--- config.mk ---
export PLATFORM = sky130hd
export DESIGN_NAME = snowflake_motion_ctrl
export DESIGN_NICKNAME = d
export VERILOG_FILES = /design/src/rtl/snowflake_motion_ctrl.sv
export SDC_FILE = /design/constraint.sdc
export NUM_CORES = 1
export LEC_CHECK = 0
export ABC_AREA = 1
export CAP_MARGIN = 20
export CORE_UTILIZATION = 54
export CTS_CLUSTER_SIZE = 10
export DETAILED_ROUTE_END_ITERATION = 16
export MAX_ROUTING_LAYER = met4
export PLACE_DENSITY = 0.82
export SLEW_MARGIN = 25
export SYNTH_ARGS = -nofsm -noshare
export SYNTH_HDL_FRONTEND = slang
export SYNTH_SLANG_ARGS = --single-unit
export TNS_END_PERCENT = 20
--- constraint.sdc ---
create_clock -name clk -period 5.8 [get_ports clk]
set_input_delay 0.87 -clock clk [delete_from_list [all_inputs] [get_ports clk]]
set_output_delay 0.87 -clock clk [all_outputs]
set_load 0.02 [all_outputs]
--- src/rtl/snowflake_motion_ctrl.sv ---
// -----------------------------------------------------------------------------
// snowflake_motion_ctrl
//
// Bus initiator for the snowflake sprite core's video slot write interface.
// After reset it streams a generated 32x32 2-bit snowflake bitmap into sprite
// RAM, then configures bypass and colour and writes the initial position.
// From then on, each frame tick (first blanking line, column 0) advances the
// sprite: it falls by SPEED, and on every vertical wrap it drifts sideways by
// DRIFT. The new x0/y0 values are written back to the core.
//
// Ports
//   clk      in   1   system clock
//   reset    in   1   synchronous, active-high reset
//   enable   in   1   1 = advance position on frame ticks, 0 = hold
//   x, y     in   11  frame counter column / row
//   cs       out  1   slot select (always equal to write)
//   write    out  1   write strobe, one cycle per write
//   addr     out  14  [13]=0 RAM word, [13]=1 register (00 byp, 01 x0, 10 y0, 11 ctrl)
//   wr_data  out  32  write data
//   done     out  1   high once bitmap load and configuration are complete
// -----------------------------------------------------------------------------
module snowflake_motion_ctrl #(
    parameter int ADDR_WIDTH = 10,
    parameter int SPEED      = 2,
    parameter int DRIFT      = 3,
    parameter int X_INIT     = 100,
    parameter int X_MAX      = 607,
    parameter int Y_MAX      = 479,
    parameter int V_TRIG     = 480,
    parameter int COLOR      = 1
) (
    input  logic        clk,
    input  logic        reset,
    input  logic        enable,
    input  logic [10:0] x,
    input  logic [10:0] y,
    output logic        cs,
    output logic        write,
    output logic [13:0] addr,
    output logic [31:0] wr_data,
    output logic        done
);

    typedef enum logic [2:0] {
        ST_LOAD,
        ST_CFG_BYP,
        ST_CFG_CTRL,
        ST_WR_X,
        ST_WR_Y,
        ST_WAIT
    } state_t;

    state_t                  state_q, state_d;
    logic [ADDR_WIDTH-1:0]   cnt_q, cnt_d;
    logic [11:0]             x_pos_q, x_pos_d;
    logic [11:0]             y_pos_q, y_pos_d;
    logic                    cs_q, cs_d;
    logic [13:0]             addr_q, addr_d;
    logic [31:0]             data_q, data_d;
    logic                    done_q, done_d;

    // Bitmap generator: cnt = {row, col}; a pixel is lit on the centre row,
    // the centre column and both diagonals.
    logic [4:0] row, col;
    logic [5:0] row_col_sum;
    logic [1:0] pix;

    assign row         = cnt_q[9:5];
    assign col         = cnt_q[4:0];
    assign row_col_sum = {1'b0, row} + {1'b0, col};
    assign pix = ((row == 5'd15) || (col == 5'd15) || (row == col) || (row_col_sum == 6'd31))
                 ? 2'b01 : 2'b00;

    // Frame tick and next position. A tick is accepted only once the bus is
    // idle in WAIT, so the y0 write of the previous update has drained.
    logic        tick;
    logic        accept;
    logic [11:0] y_n, x_n, x_wrapped;

    assign tick      = (x == 11'd0) && (y == 11'(V_TRIG));
    assign accept    = (state_q == ST_WAIT) && !cs_q && tick && enable;
    assign y_n       = y_pos_q + 12'(SPEED);
    assign x_n       = x_pos_q + 12'(DRIFT);
    assign x_wrapped = (x_n > 12'(X_MAX)) ? (x_n - 12'(X_MAX) - 12'd1) : x_n;

    always_comb begin
        state_d = state_q;
        cnt_d   = cnt_q;
        x_pos_d = x_pos_q;
        y_pos_d = y_pos_q;
        cs_d    = 1'b0;
        addr_d  = addr_q;
        data_d  = data_q;
        done_d  = done_q;

        case (state_q)
            ST_LOAD: begin
                cs_d   = 1'b1;
                addr_d = {1'b0, 13'(cnt_q)};
                data_d = {30'b0, pix};
                cnt_d  = cnt_q + 1'b1;
                if (cnt_q == {ADDR_WIDTH{1'b1}}) begin
                    state_d = ST_CFG_BYP;
                end
            end
            ST_CFG_BYP: begin
                cs_d    = 1'b1;
                addr_d  = 14'h2000;
                data_d  = 32'd0;
                state_d = ST_CFG_CTRL;
            end
            ST_CFG_CTRL: begin
                cs_d    = 1'b1;
                addr_d  = 14'h2003;
                data_d  = 32'(COLOR);
                state_d = ST_WR_X;
            end
            ST_WR_X: begin
                cs_d    = 1'b1;
                addr_d  = 14'h2001;
                data_d  = 32'(x_pos_q);
                state_d = ST_WR_Y;
            end
            ST_WR_Y: begin
                cs_d    = 1'b1;
                addr_d  = 14'h2002;
                data_d  = 32'(y_pos_q);
                state_d = ST_WAIT;
            end
            ST_WAIT: begin
                done_d = 1'b1;
                if (accept) begin
                    // The x0 write goes out on the very next cycle, so it is
                    // issued straight from WAIT with the updated value; the
                    // FSM then continues with the y0 write.
                    if (y_n > 12'(Y_MAX)) begin
                        y_pos_d = 12'd0;
                        x_pos_d = x_wrapped;
                        data_d  = 32'(x_wrapped);
                    end else begin
                        y_pos_d = y_n;
                        data_d  = 32'(x_pos_q);
                    end
                    cs_d    = 1'b1;
                    addr_d  = 14'h2001;
                    state_d = ST_WR_Y;
                end
            end
            default: state_d = ST_LOAD;
        endcase
    end

    always_ff @(posedge clk) begin
        if (reset) begin
            state_q <= ST_LOAD;
            cnt_q   <= '0;
            x_pos_q <= 12'(X_INIT);
            y_pos_q <= 12'd0;
            cs_q    <= 1'b0;
            addr_q  <= 14'd0;
            data_q  <= 32'd0;
            done_q  <= 1'b0;
        end else begin
            state_q <= state_d;
            cnt_q   <= cnt_d;
            x_pos_q <= x_pos_d;
            y_pos_q <= y_pos_d;
            cs_q    <= cs_d;
            addr_q  <= addr_d;
            data_q  <= data_d;
            done_q  <= done_d;
        end
    end

    assign cs      = cs_q;
    assign write   = cs_q;
    assign addr    = addr_q;
    assign wr_data = data_q;
    assign done    = done_q;

endmodule

==> results of run 1 <==
[cells in the mapped netlist (11+ instances only)]
library cell / instances / area share, %
dfxtp_1: 61 / 30
ha_1: 11 / 3.4
nand2_1: 148 / 14
xor2_1: 11 / 2.4
nand3_1: 43 / 5.3
nand2_2: 18 / 2.8
nor3_1: 12 / 1.5
o21ai_0: 16 / 2.0
inv_1: 73 / 6.7
buf_4: 27 / 5.0
a21oi_1: 25 / 3.1
nor2_1: 40 / 3.7
[layer usage]
metal	track usage [%]	part of all wire (%)	wire length, um	vias to the layer above
met1	32.8	44	4490	1797
met4	13.3	2.9	296	0
li1	-	-	-	1982
met3	3.42	5.2	526	29
met5	-	0	0	-
met2	47.0	48	4830	137
[layout make-up]
type / instances / area [um^2]
fill: 676 / 2540
multi-input combinational: 439 / 2380
sequential: 61 / 1220
timing repair buffer: 51 / 508
inverter: 78 / 293
clock buffer: 9 / 124
tap: 99 / 124
clock inverter: 7 / 97.6
[stage by stage]
step,cells,power [uW]
after floorplan,616,603
after CTS,744,1080
after global routing,744,1130
after global placement,728,656
after detailed placement,728,661
final,744,1090
[final timing paths]
check	from	end	depth (start not counted)
min reg2reg	addr[9]	addr[9]	2
min	addr[9]	addr[9]	2
max reg2reg	y_pos_q[2]	x_pos_q[0]	11
max	y[1]	addr[0]	9
[flip-flops by register name, summed over array words and instances, names as in the netlist]
register	flops
addr	11
y_pos_q	11
done	1
cs	1
wr_data	12
cnt_q	10
x_pos_q	12
state_q	3
[cell families (layout without fill, tap and decap cells)]
group,count (synthesis),count (layout),synth area share (%)
compound gates,77,77,11.6
xor+xnor,11,11,2.36
fa+ha+maj,12,12,3.86
buf+inv,116,145,13.7
flops,61,61,29.9
other cells,1,23,0.0918
simple gates,316,316,38.4
[cell usage in the layout (no fill, tap or decap), types with 10 or more instances in the layout]
master	Yosys	layout
nand2_2	18	18
nor3_1	12	12
clkdlybuf4s50_1	0	50
nor2_1	40	40
a21oi_1	25	25
nand2_1	148	148
dfxtp_1	61	61
inv_1	73	73
ha_1	11	11
xor2_1	11	11
nand3_2	10	10
o21ai_0	16	16
nand3_1	43	43
conb_1	1	23
[power by group through the flow]
stage          registers, uW  logic (uW)  clock network, uW
4_1_cts                  467         188                429
3_3_place_gp             476         180                  0
3_5_place_dp             477         185                  0
5_1_grt                  470         209                451
6_report                 468         189                427
2_1_floorplan            482         121                  0
[worst register-to-register path, delay by kind of cell, from the launching register on]
kind | cells | cell delay (ns)
simple gates | 7 | 1.55
flops | 1 | 0.42
xor+xnor | 1 | 0.26
buf+inv | 1 | 0.16
fa+ha+maj | 1 | 0.28
compound gates | 1 | 0.05
==> metrics, run 1 <==
clock skew=0.0128 ns; Max Slew Vio Count=0; Clk network pwr share=39.4%; post-synthesis register bit count=61; Finished Cell Area=4750 um^2; routability cong.=0.954; Slew @ Worst Pin=0.859 ns; slowest CP cell=clkdlybuf4s50_1; Sw Ratio=30.0%; row count=31; Post-synth EDFFs=0; Final Hold Fails=0; area delta synth->final=16.4%; hold buffers post-CTS=0; CP Capture Type=flip-flop; commonest register cell after synthesis=dfxtp_1; WS Path Type=input pin to flip-flop; hold_ws=0.462 ns; Ys Warns=0; antenna violations before repair=0; cell family with most CP delay=simple AND/OR/NAND/NOR gates; Reg clk slew, reported paths=0.08 ns; Arr. time, crit path=3.29 ns; maximum vdd ir drop=0.000236 V; Cell variety after synth=43; Post-synth ARST share=0%; final setup fails=0; DR vias=3945; routed vias/inst=5.30; global-route wire length before repair=16.4 mm; FMAX=331 MHz; Critical Path Source Type=input pin; slew margin rel.=42.5%; die width=89.0 um; post-synthesis sequential area ratio=29.9%; Reg power frac=43.2%; layout cell share with drive strength beyond 1=13.2%; Final WS setup=2.77 ns; Post-CTS Resized=0; clk sinks=61; Initial Util=56.0%; root buffer cell=clkbuf_8; Worst-Skew Late Latency=0.36 ns; type of the worst min-delay path=flip-flop to flip-flop; setup_tns=0 ns; vias in the first global route=3670; drt total wl=10.1 mm; DP HPWL=7.67 mm; pre-CTS setup slack=2.56 ns; total track usage=27.8%; Synth Cell Area=4080 um^2; outcome=completed; CTS tree=built; RSZ-0062 raised after global routing=false; Max-Cap Viols=0; worst-path cell chain=clkdlybuf4s50_1 -> or2_0 -> nor4_1 -> nand3_1 -> nand2_1 -> nand2_2 -> inv_1 -> o21ai_0 -> a31oi_1; P_leak=0.00194 uW; CTS Buffer Depth=2; CTS HTree Levels=3; CP required=6.06 ns; DRC=0; Buffers on Ports=50; synthesized area per cell=6.88 um^2; gr ovfl total=0; Nets=677; core area=7290 um^2; cells after synthesis=594; Buf/Inv on CP=2; I/O pin total=74; R2R setup slack=2.96 ns; NetSw=326 uW; total CTS buffers=9; Finished Core Util=65.2%; Starting DRT DRC Count=248; diode count=0; die area=7910 um^2; DRT antenna net count=0; Crit Path Max Fanout=23; Final Cycle Share=52.2%; Pre-Repair DR Iteration Count=5; postcts setup bufs=0; CP peak stage delay=0.42 ns; combinational cell fraction of total power=17.5%; PwrDens=228 nW/um^2; die span in y=89.0 um; largest net degree at the start of global routing=32; Internal Power=759 uW; post-layout min period=3.03 ns; Post-Place Cell Area=4530 um^2; routed len/inst=13.6 um
Power figures use the tool's default switching activity.
==> run 2: changes to the inputs <==
- CORE_UTILIZATION: 54 -> 53
- PLACE_DENSITY: 0.82 -> 0.81
- clock period: 5.8 -> 2.9 ns (I/O delays scaled with it)
==> run 2 against run 1 <==
Design area rose by 0.47%. Sequential share of layout area decreased by 0.12 points. Wire length increased by 2.0%. Setup slack worse by 2.3 ns. Global-route usage is 0.12 points lower. First-iteration DRC count is 10% lower. Power is 90% higher. Hold slack better by 0.00064 ns. Sequential cell count stayed put. Register-to-register slack lost 2.4 ns. Clock skew about the same. Clock power grew 75%. Critical path type is now flip-flop to flip-flop.
==> metrics, run 2 (synthesis gave the netlist of run 1 again) <==
outcome=completed; Max-Cap Viols=0; global-route wire length before repair=17.7 mm; root buffer cell=clkbuf_8; cell family with most CP delay=simple AND/OR/NAND/NOR gates; cell mode on critical path=nand2_1; met3 wire len=434 um; Pre-Repair DR Iteration Count=6; die span in y=89.8 um; routed vias/inst=5.37; layout cell share with drive strength beyond 1=14.0%; postcts setup bufs=0; hold buffers post-CTS=0; Worst Setup SP=x_pos_q[0]; CTS HTree Levels=3; Crit Path Max Fanout=5; Starting DRT DRC Count=222; routed len/inst=13.8 um; commonest cells after routing, fill and taps aside=nand2_1, inv_1, dfxtp_1; total CTS buffers=9; Max Slew Vio Count=0; CP Capture Type=flip-flop; Slew @ Worst Pin=0.665 ns; commonest non-fill, non-tap cell in the layout=nand2_1; routability cong.=0.916; total track usage=27.6%; drt total wl=10.3 mm; largest net degree at the start of global routing=31; CTS tree=built; die width=89.8 um; Reg clk slew, reported paths=0.07 ns; Post-CTS Resized=0; Arr. time, crit path=2.67 ns; core area=7370 um^2; RR Startpoint=x_pos_q[0]; Met1 Wirelength=4.60 mm; I/O pin total=74; slew margin rel.=55.6%; Final WS setup=0.515 ns; P_leak=0.00196 uW; maximum vdd ir drop=0.000360 V; Finished Core Util=64.8%; diode count=0; CP peak stage delay=0.39 ns; CTS Buffer Depth=2; setup_tns=0 ns; CP required=3.18 ns; row count=31; DP HPWL=7.79 mm; WS Path Type=flip-flop to flip-flop; pre-CTS setup slack=0.546 ns; area delta synth->final=16.9%; Worst-Skew Late Latency=0.35 ns; slowest CP cell=dfxtp_1; Nets=684; antenna violations before repair=0; die area=8060 um^2; clk sinks=61; hold_ws=0.463 ns; Buf/Inv on CP=3; fill count=673; gr ovfl total=0; Initial Util=55.4%; post-layout min period=2.38 ns; worst-path cell chain=inv_1 -> ha_1 -> inv_1 -> nand2_1 -> o21ai_0 -> nand2_1 -> ha_1 -> inv_1 -> nand3_1 -> nand2_1 -> nand2_1 -> nand2_2 -> nand2_2 -> nand2_1 -> nand2_1 -> nand2_1 -> nand2_1 -> a21oi_2; Final Cycle Share=82.2%; clock skew=0.0131 ns; DRC=0; Critical Path Source Type=flip-flop; DRT antenna net count=0; RSZ-0062 raised after global routing=false; DR vias=4030; Buffers on Ports=50; final setup fails=0; Final Hold Fails=0; DR WL met2=4.87 mm; min-delay src=addr[3]; vias in the first global route=3891; DR top layer=met4; FMAX=419 MHz; PwrDens=432 nW/um^2; type of the worst min-delay path=flip-flop to flip-flop
run 2: cell types whose count changed in the layout (fill, tap and decap cells not counted):
cell       delta
buf_4         +7
bufinv_16     -1
clkbuf_1      +1
clkinv_2      +1
inv_6         -1
run 2: path summary, 6_finish.rpt:
| kind | to | slack (ns) | cells after the start |
|---|---|---|---|
| worst max-delay path | wr_data[9] | 0.52 | 18 |
| worst min-delay path | addr[3] | 0.46 | 2 |
| worst max register to register | wr_data[9] | 0.52 | 18 |
| worst min register to register | addr[3] | 0.46 | 2 |
run 2: area by class of cell:
type                       instances  area [um^2]  share of cell area [%]
multi-input combinational        439         2380                    49.9
inverter                          78          293                    6.13
clock inverter                     6         63.8                    1.34
sequential                        61         1220                    25.6
clock buffer                      10          128                    2.67
tap                               99          124                    2.59
timing repair buffer              58          561                    11.7
run 2: metrics by stage:
stage	area, um^2	power (uW)	std cells
after CTS	4770	2060	751
after global placement	4580	1320	735
after global routing	4770	2160	751
after detailed placement	4580	1330	735
after floorplan	4170	1210	616
final	4770	2060	751
run 2: layer usage:
layer	GRT usage, %	vias up
met5	-	-
met3	3.55	41
li1	-	1993
met4	16.1	0
met1	32.7	1849
met2	45.1	147
run 2: tightest hold or removal path, cell delays in order, from the launching register on:
cell	delay (ns)
dfxtp_1	0.31
nand2_1	0.06
a21oi_1	0.05
run 2: power by group:
| part | switching, uW | internal [uW] |
|---|---|---|
| Clock | 354 | 395 |
| Combinational | 228 | 153 |
| Sequential | 48.2 | 885 |
